--- src/rtl/req_issuer_pkg.sv ---
// Shared constants, types and helper functions for the req_issuer requester block.
// Optional starvation monitor is enabled by defining REQ_ISSUER_STARVE_CHECK_EN.
package req_issuer_pkg;

    localparam int N_DEF        = 8;
    localparam int CNT_W_DEF    = 4;
    localparam int MAX_WAIT_DEF = 15;
    localparam int IDX_W_DEF    = $clog2(N_DEF);

    typedef logic [CNT_W_DEF-1:0] cnt_t;

    // Legal: at most one bit, only on requesting clients, and silent while disabled.
    function automatic logic onehot_legal(
        input logic [N_DEF-1:0] gnt,
        input logic [N_DEF-1:0] req,
        input logic             en
    );
        logic w_onehot0;
        w_onehot0 = ((gnt & (gnt - 1'b1)) == '0);
        return w_onehot0 && ((gnt & ~req) == '0) && (en || (gnt == '0));
    endfunction

    function automatic logic [IDX_W_DEF-1:0] onehot2idx(input logic [N_DEF-1:0] gnt);
        logic [IDX_W_DEF-1:0] w_idx;
        w_idx = '0;
        for (int i = 0; i < N_DEF; i++) begin
            if (gnt[i]) w_idx = w_idx | IDX_W_DEF'(i);
        end
        return w_idx;
    endfunction

endpackage

--- src/rtl/req_issuer_slot.sv ---
// One client's saturating pending-job counter with overflow detect and an optional
// wait counter (REQ_ISSUER_STARVE_CHECK_EN) that flags starvation.
module req_issuer_slot
    import req_issuer_pkg::*;
#(
    parameter int CNT_W = CNT_W_DEF
`ifdef REQ_ISSUER_STARVE_CHECK_EN
    , parameter int MAX_WAIT = MAX_WAIT_DEF
`endif
) (
    input  logic i_clock,
    input  logic i_reset_n,
    input  logic i_post,
    input  logic i_gnt,
    output logic o_req,
    output logic o_ovf,
    output logic o_starve
);

    localparam logic [CNT_W-1:0] CNT_MAX = '1;

    logic [CNT_W-1:0] r_cnt;
    logic [CNT_W-1:0] w_cnt_nxt;

    // A post and a retirement in the same cycle cancel, so a full counter never overflows then.
    always_comb begin
        w_cnt_nxt = r_cnt;
        if (i_post && !i_gnt) begin
            if (r_cnt != CNT_MAX) w_cnt_nxt = r_cnt + 1'b1;
        end else if (!i_post && i_gnt) begin
            w_cnt_nxt = r_cnt - 1'b1;
        end
    end

    always_ff @(posedge i_clock) begin
        if (!i_reset_n) r_cnt <= '0;
        else            r_cnt <= w_cnt_nxt;
    end

    assign o_req = (r_cnt != '0);
    assign o_ovf = i_post && !i_gnt && (r_cnt == CNT_MAX);

`ifdef REQ_ISSUER_STARVE_CHECK_EN
    localparam int                WAIT_W   = $clog2(MAX_WAIT + 1);
    localparam logic [WAIT_W-1:0] WAIT_MAX = WAIT_W'(MAX_WAIT);

    logic [WAIT_W-1:0] r_wait;

    always_ff @(posedge i_clock) begin
        if (!i_reset_n) begin
            r_wait <= '0;
        end else if (i_gnt || (w_cnt_nxt == '0)) begin
            r_wait <= '0;
        end else if (o_req && (r_wait != WAIT_MAX)) begin
            r_wait <= r_wait + 1'b1;
        end
    end

    assign o_starve = (r_wait >= WAIT_MAX);
`else
    assign o_starve = 1'b0;
`endif

endmodule

--- src/rtl/req_issuer.sv ---
// Requester-side companion to the 8-input priority selector: per-client pending counts,
// grant legality check, registered grant index and sticky error flags.
// Optional starvation flags are built when REQ_ISSUER_STARVE_CHECK_EN is defined.
module req_issuer
    import req_issuer_pkg::*;
#(
    parameter int N     = N_DEF,
    parameter int CNT_W = CNT_W_DEF,
    parameter int IDX_W = $clog2(N)
`ifdef REQ_ISSUER_STARVE_CHECK_EN
    , parameter int MAX_WAIT = MAX_WAIT_DEF
`endif
) (
    input  logic             clock,
    input  logic             reset_n,
    input  logic [N-1:0]     post,
    input  logic             enable,
    input  logic             out_ready,
    output logic [N-1:0]     sel_req,
    output logic             sel_en,
    input  logic [N-1:0]     sel_gnt,
    input  logic             sel_req_up,
    output logic             grant_vld,
    output logic [IDX_W-1:0] grant_idx,
    output logic             overflow,
    output logic             proto_err,
    output logic [N-1:0]     starve
);

    logic [N-1:0] w_req;
    logic [N-1:0] w_ovf;
    logic [N-1:0] w_gnt_q;
    logic         w_legal;
    logic         w_up_err;

    logic             r_grant_vld;
    logic [IDX_W-1:0] r_grant_idx;
    logic             r_overflow;
    logic             r_proto_err;

    assign sel_req  = w_req;
    assign sel_en   = enable & out_ready;
    assign w_legal  = onehot_legal(sel_gnt, w_req, sel_en);
    assign w_up_err = sel_en && (sel_req_up != (|w_req));
    // An illegal grant retires nothing.
    assign w_gnt_q  = w_legal ? sel_gnt : '0;

    for (genvar gi = 0; gi < N; gi++) begin : g_slot
        req_issuer_slot #(
            .CNT_W    (CNT_W)
`ifdef REQ_ISSUER_STARVE_CHECK_EN
            , .MAX_WAIT (MAX_WAIT)
`endif
        ) u_slot (
            .i_clock   (clock),
            .i_reset_n (reset_n),
            .i_post    (post[gi]),
            .i_gnt     (w_gnt_q[gi]),
            .o_req     (w_req[gi]),
            .o_ovf     (w_ovf[gi]),
            .o_starve  (starve[gi])
        );
    end

    always_ff @(posedge clock) begin
        if (!reset_n) begin
            r_grant_vld <= 1'b0;
            r_grant_idx <= '0;
            r_overflow  <= 1'b0;
            r_proto_err <= 1'b0;
        end else begin
            r_grant_vld <= (w_gnt_q != '0);
            if (w_gnt_q != '0) r_grant_idx <= onehot2idx(w_gnt_q);
            r_overflow  <= r_overflow | (|w_ovf);
            r_proto_err <= r_proto_err | !w_legal | w_up_err;
        end
    end

    assign grant_vld = r_grant_vld;
    assign grant_idx = r_grant_idx;
    assign overflow  = r_overflow;
    assign proto_err = r_proto_err;

endmodule

--- config.mk ---
export PLATFORM = sky130hd
export DESIGN_NAME = req_issuer
export DESIGN_NICKNAME = d
export VERILOG_FILES = /design/src/rtl/req_issuer_pkg.sv /design/src/rtl/req_issuer_slot.sv /design/src/rtl/req_issuer.sv
export SDC_FILE = /design/constraint.sdc
export NUM_CORES = 1
export LEC_CHECK = 0
export ABC_CLOCK_PERIOD_IN_PS = 4450
export CORE_MARGIN = 3
export CORE_UTILIZATION = 55
export CTS_BUF_LIST = sky130_fd_sc_hd__clkbuf_16
export CTS_CLUSTER_DIAMETER = 80
export DETAILED_ROUTE_END_ITERATION = 10
export GPL_TIMING_DRIVEN = 1
export HOLD_SLACK_MARGIN = 0.08
export PLACE_DENSITY = 0.79
export SETUP_SLACK_MARGIN = 0.4
export SLEW_MARGIN = 20
export SYNTH_ARGS = -nofsm -noshare
export SYNTH_HDL_FRONTEND = slang
export SYNTH_HIERARCHICAL = 1
export SYNTH_SLANG_ARGS = --single-unit
--- constraint.sdc ---
create_clock -name clock -period 4.45 [get_ports clock]
set_input_delay 0.89 -clock clock [delete_from_list [all_inputs] [get_ports clock]]
set_output_delay 0.89 -clock clock [all_outputs]
set_load 0.1 [all_outputs]
=== Word-level counts from Yosys, hierarchy flattened ===
Cells that the tools add are included.

* Add/sub/neg operators: 17
* Equal/unequal tests: 25
* Mux-type cells: 32
* Bitwise gates (word level): 7
* Reductions and logical operators: 75

{| class="wikitable"
|+ Operators with widths
! cell !! number
|-
| 2-to-1 mux 4 bit || 24
|-
| adder 4 x 1 -> 4 bit, second input constant || 8
|-
| == test 4 bit, second input constant || 8
|-
| inequality test 4 bit, second input constant || 8
|-
| nonzero test 4 bit || 8
|-
| subtractor 4 x 1 -> 4 bit, second input constant || 8
|-
| logical AND 1 bit || 27
|-
| logical NOT 8 bit || 3
|-
| logical NOT 1 bit || 17
|-
| AND 8 bit || 2
|-
| inequality test 2 x 1 -> 1 bit, second input constant || 8
|-
| AND reduction 2 bit || 8
|-
| nonzero test 2 bit || 8
|-
| OR reduction 8 bit || 2
|-
| 2-to-1 mux 3 bit || 4
|-
| 2-to-1 mux 8 bit || 1
|-
| NOT 8 bit || 1
|-
| nonzero test 8 bit || 1
|-
| subtractor 8 x 1 -> 8 bit, second input constant || 1
|-
| 2-to-1 mux 2 bit || 2
|-
| bitwise OR 1 bit || 3
|-
| AND 1 bit || 1
|-
| logical OR 1 bit || 1
|-
| 2-to-1 mux 1 bit || 1
|-
| inequality test 1 bit || 1
|}

* Flip-flop bits (word level): 38
* Input bits: 21
* Output and inout bits: 23
* Logic and storage cells: 168

=== Depth between registers and ports, before layout ===
* Word-level depth: 14
* Depth in mapped cells: 13
* Depth with buffers taken out: 13

=== Cells and area by module ===
The synthesis kept the hierarchy.

{| class="wikitable"
|+ By module, submodules not included
! module !! instances !! cells each !! area each (µm²) !! seq. area each (µm²)
|-
| req_issuer_slot || 8 || 32 || 311.5 || 80.1
|-
| req_issuer || 1 || 71 || 576.8 || 120.1
|}

=== Least setup slack after synthesis ===
Ideal clock, no wire load.

* Path type: register to register
* Start: reg g_slot[6].u_slot.r_cnt[1]
* End: reg g_slot[2].u_slot.r_cnt[3]
* Library setup time: 0.072 ns
* Data arrival time: 3.537 ns
* Required time: 4.378 ns
* Path slack: 0.842 ns
* Cell stages (with the launch flop): 13
* Path buffers: 0
* Period minus slack after synthesis: 3.608 ns
* Cells stage by stage: dfxtp_1 -> or4_2 -> o22a_2 -> o2111ai_1 -> a211oi_4 -> and2_1 -> nor2b_1 -> inv_1 -> ha_1 -> nand3_1 -> and3_1 -> a31oi_1 -> mux2i_1

* Cells in the longest elaborated chain, start to end: 11
* Elaborated cells between the ends (all ways): 14
* Those cells by class: eq/ne: 1; mux: 2; bitwise: 2; reduce/logical: 9

{| class="wikitable"
|+ RTL lines
! what !! RTL line !! text
|-
| from (decl) || req_issuer_slot.sv:22 || <nowiki>logic [CNT_W-1:0] r_cnt;</nowiki>
|-
| from (signal assigned) || req_issuer_slot.sv:37 || <nowiki>else r_cnt <= w_cnt_nxt;</nowiki>
|-
| nonzero test 4 bit (*) || req_issuer_slot.sv:40 || <nowiki>assign o_req = (r_cnt != '0);</nowiki>
|-
| net sel_req[6] || req_issuer.sv:19 || <nowiki>output logic [N-1:0] sel_req,</nowiki>
|-
| NOT 8 bit (*) || req_issuer_pkg.sv:20 || <nowiki>return w_onehot0 && ((gnt & ~req) == '0) && (en || (gnt == '0));</nowiki>
|-
| AND 8 bit (*) || req_issuer_pkg.sv:20 ||
|-
| logical NOT 8 bit (*) || req_issuer_pkg.sv:20 ||
|-
| logical AND 1 bit (*) (2 in series) || req_issuer_pkg.sv:20 ||
|-
| 2-to-1 mux 8 bit (*) || req_issuer.sv:46 || <nowiki>assign w_gnt_q = w_legal ? sel_gnt : '0;</nowiki>
|-
| net w_gnt_q[2] || req_issuer.sv:32 || <nowiki>logic [N-1:0] w_gnt_q;</nowiki>
|-
| logical NOT 1 bit || req_issuer_slot.sv:28 || <nowiki>if (i_post && !i_gnt) begin</nowiki>
|-
| logical AND 1 bit || req_issuer_slot.sv:28 ||
|-
| inequality test 2 x 1 -> 1 bit (no line) or nonzero test 2 bit (tied branches) || n/a ||
|-
| AND reduction 2 bit (no line) || n/a ||
|-
| to (signal assigned) || req_issuer_slot.sv:37 ||
|-
| to (decl) || req_issuer_slot.sv:22 ||
|}

The timed path passes the listed nets; every way through them passes the cells marked *.
A chain may end at the register's enable or synchronous reset.

=== Worst setup path after layout ===
* Start: in sel_gnt[6]
* End: reg g_slot[7].u_slot.r_cnt[3]

* Cells in the longest elaborated chain, start to end: 10
* Elaborated cells between the ends (all ways): 17
* Those cells by class: add/sub: 1; eq/ne: 1; mux: 2; bitwise: 2; reduce/logical: 11

{| class="wikitable"
|+ RTL lines
! what !! RTL line !! text
|-
| from (decl) || req_issuer.sv:21 || <nowiki>input logic [N-1:0] sel_gnt,</nowiki>
|-
| subtractor 8 x 1 -> 8 bit || req_issuer_pkg.sv:19 || <nowiki>w_onehot0 = ((gnt & (gnt - 1'b1)) == '0);</nowiki>
|-
| AND 8 bit || req_issuer_pkg.sv:19 ||
|-
| logical NOT 8 bit || req_issuer_pkg.sv:19 ||
|-
| logical AND 1 bit || req_issuer_pkg.sv:20 ||
|-
| logical AND 1 bit (*) || req_issuer_pkg.sv:20 ||
|-
| 2-to-1 mux 8 bit (*) || req_issuer.sv:46 ||
|-
| net w_gnt_q[7] || req_issuer.sv:32 ||
|-
| logical NOT 1 bit || req_issuer_slot.sv:28 ||
|-
| logical AND 1 bit || req_issuer_slot.sv:28 ||
|-
| inequality test 2 x 1 -> 1 bit (no line) or nonzero test 2 bit (tied branches) || n/a ||
|-
| AND reduction 2 bit (no line) || n/a ||
|-
| to (signal assigned) || req_issuer_slot.sv:37 ||
|-
| to (decl) || req_issuer_slot.sv:22 ||
|}

Marks and branches as above.

==> results.json <==
{
  "leakage_uw": 0.00162,
  "period_needed_ns": 3.83,
  "placementRows": 26,
  "drt_iter0_drc": 141,
  "synth_area_per_cell_sq_um": 9.39,
  "setup_viol": 0,
  "wirelength_um": 6570,
  "clk_latency_ns": 0.27,
  "hold_violations": 0,
  "synth_mux_area_frac": 0.0522,
  "synth_top_family_by_area": "simple AND/OR/NAND/NOR gates",
  "nets": 408,
  "clock.fmax_mhz": 261,
  "synth_compound_area_frac": 0.127,
  "final_common_cell": "dfxtp_1",
  "cts_num_sinks": 38,
  "min_from": "grant_idx[2]$_SDFFE_PN0P_",
  "reg2reg_slack_ns": 0.89,
  "cts_buffer_depth": 2,
  "dieHeight_um": 80.7,
  "grt_pass1_wl_um": 11300,
  "finalPower_uw": 1250,
  "slowest_delay_ns": 0.58,
  "tightest_slew_ns": 0.979,
  "h-tree-depth": 2,
  "critPathKind": "in2reg",
  "via_per_inst": 5.71,
  "vias": 2474,
  "core-area_sq_mm": 0.00524,
  "cp_slowest_cell": "clkdlybuf4s50_1",
  "cts_tree": "yes",
  "antenna_found_initial": 0,
  "yosysWarningCount": 6,
  "synth_edf_count": 0,
  "crit_chain": "clkdlybuf4s50_1 > o21ai_0 > o2111ai_2 > a211oi_2 > and2_1 > nor2b_1 > inv_1 > ha_1 > a21oi_1 > nand2_1 > a31oi_1 > mux2i_1",
  "fin_setup_tns_ns": 0,
  "grt_usage": 0.216,
  "route.detailed.drc": 0,
  "yosysUniqueCellTypes": 44,
  "grt_pass1_vias": 2446,
  "endpoint_kind": "flip-flop",
  "post_cts_buffers": 0,
  "area_growth_pct": 17.6,
  "rsz0062_at_grt": "false",
  "grt_start_max_net_pins": 26,
  "irDropWorstVdd_v": 0.000209,
  "multiInputGateArea_sq_mm": 0.00221,
  "skew_ns": 0.00267,
  "num_io_pins": 44,
  "initial_core_util": 0.586,
  "min_path_type": "reg2reg",
  "die_w_um": 80.7,
  "status": "finished, final reports clean",
  "synth_top_area_cell": "dfxtp_1",
  "cts_buffers": 5,
  "power.density_mw_per_mm2": 346,
  "crit_buf_inv": 2,
  "dr.pass1.iters": 4,
  "die-area_sq_mm": 0.00651,
  "r2r_cells": 13,
  "clkTransAtPathRegs_ns": 0.05,
  "synthCells": 327,
  "synth-seq-cells": 38,
  "cp_num_cells": 12,
  "synth_ff_type": "dfxtp_1",
  "grt.overflow.total": 0,
  "synth_area_sq_mm": 0.00307,
  "seqCellArea_sq_um": 761,
  "whs_ns": 0.492,
  "cts_root_buf": "clkbuf_16",
  "drive_gt1_frac": 0.152,
  "synth_area_leaders": "dfxtp_1 (25%), ha_1 (6.5%), nand4_4 (5.5%)",
  "antenna_cells": 0,
  "rr_endpoint": "g_slot[4].u_slot/r_cnt[3]$_SDFFE_PN0P_",
  "async_reset_ff_frac": 0,
  "crit_path_start_kind": "input port",
  "layout_worst_path_cycle_share": 0.860,
  "synth-simple-area-share": 0.357,
  "rr_startpoint": "g_slot[1].u_slot/r_cnt[1]$_SDFFE_PN0P_",
  "startpoint": "sel_gnt[6]",
  "crit_end": "g_slot[7].u_slot/r_cnt[3]$_SDFFE_PN0P_",
  "final_cell_mix": "dfxtp_1 (38), clkdlybuf4s50_1 (34), nand2_1 (20)",
  "ant_nets": 0,
  "fill_cells": 408,
  "yosysTopAreaCellShare": 0.248,
  "crit_fanout": 8,
  "maxCapViolCount": 0,
  "drv_slew": 0,
  "place_congestion": 0.839,
  "yosys.area_share.xor_xnor": 0.0485,
  "required_ns": 4.65,
  "syn_nets": 372,
  "numPortBuffers": 35,
  "wl_per_cell_um": 15.2,
  "yosysSeqAreaShare": 0.248,
  "slew_headroom": 0.345,
  "arrival_ns": 4.03,
  "dpl.hpwl_um": 5030,
  "synthAdderAreaFrac": 0.117,
  "cp_top_family": "compound AO/OA/AOI/OAI gates"
}
==> final cells by class <==
cell class,count,share of cell area
Timing Repair Buffer,36,0.0985
Multi-Input combinational cell,265,0.612
Inverter,17,0.0177
Tap cell,70,0.0243
Clock inverter,2,0.00208
Sequential cell,38,0.211
Clock buffer,5,0.0347
==> flip-flops by register name, indices dropped and copies added, names as in the netlist <==
register / cells
g_slot.u_slot/r_cnt: 32
grant_vld: 1
grant_idx: 3
proto_err: 1
overflow: 1
==> metal layers <==
layer / vias up / global-route usage / routed length [um]
li1: 1220 / - / -
met1: 1172 / 0.269 / 2800
met2: 67 / 0.380 / 3310
met3: 15 / 0.0460 / 370
met4: 0 / 0.0541 / 95
met5: - / 0 / 0
==> worst reg2reg max path, stage by stage (launching register included) <==
cell	delay (ns)
dfxtp_1	0.37
or4_2	0.75
nor2b_1	0.14
a21oi_1	0.06
nand4_1	0.28
a211oi_4	0.09
and2_1	0.19
nor2b_1	0.33
inv_1	0.19
ha_1	0.39
nand3_1	0.11
and3_1	0.19
a31oi_1	0.19
mux2i_1	0.21
==> worst min-delay path by stage <==
| stage | endpoint | slack [ns] | cells after the start |
|---|---|---|---|
| 3_5_place_dp | grant_idx[2]$_SDFFE_PN0P_ | 0.49 | 2 |
| 6_report | grant_idx[2]$_SDFFE_PN0P_ | 0.49 | 2 |
| 4_1_cts | grant_idx[2]$_SDFFE_PN0P_ | 0.49 | 2 |
| 2_1_floorplan | g_slot[0].u_slot/r_cnt[3]$_SDFFE_PN0P_ | 0.49 | 2 |
| 5_1_grt | grant_idx[2]$_SDFFE_PN0P_ | 0.50 | 2 |
| 3_3_place_gp | grant_idx[2]$_SDFFE_PN0P_ | 0.48 | 2 |
==> power breakdown <==
part	internal, uW	switching, uW	total [uW]
Clock	200	126	326
Sequential	376	62.5	438
Combinational	164	319	483
Total	740	507	1250
==> repair_timing <==
item / in CTS / in global routing
resized for setup: 0 / 3
endpoints found under the setup margin: 0 / 5
hold buffers: 0 / 0
==> synthesized netlist by cell type, types with 9 or more instances <==
| cell | count |
|---|---|
| nor2_1 | 19 |
| mux2i_1 | 16 |
| nand2_1 | 20 |
| nor3_1 | 9 |
| a21oi_1 | 11 |
| ha_1 | 16 |
| nor2b_1 | 17 |
| dfxtp_1 | 38 |
| a31oi_1 | 9 |
| inv_1 | 17 |
| nand3_1 | 10 |
| xor2_1 | 9 |
| and2_1 | 16 |
==> through the flow <==
stage               instance area [sq um]  instances  worst slack (ns)   util
floorplan                            3070        327             0.842      -
global placement                     3450        425             0.476  0.659
detailed placement                   3450        425             0.394  0.659
CTS                                  3580        432             0.602  0.684
global route                         3610        433             0.405  0.689
finish                               3610        433             0.624  0.689
==> logic make-up (layout without fill, tap and decap cells) <==
| logic type | count (synthesis) | after routing |
|---|---|---|
| flip-flops | 38 | 38 |
| multiplexers | 16 | 16 |
| other | 8 | 8 |
| adder cells (fa/ha/maj) | 24 | 24 |
| AO/OA/AOI/OAI | 44 | 45 |
| XOR/XNOR | 17 | 17 |
| AND/OR/NAND/NOR | 155 | 155 |
| buffers and inverters | 25 | 60 |
(Power assumes the default switching activity.)
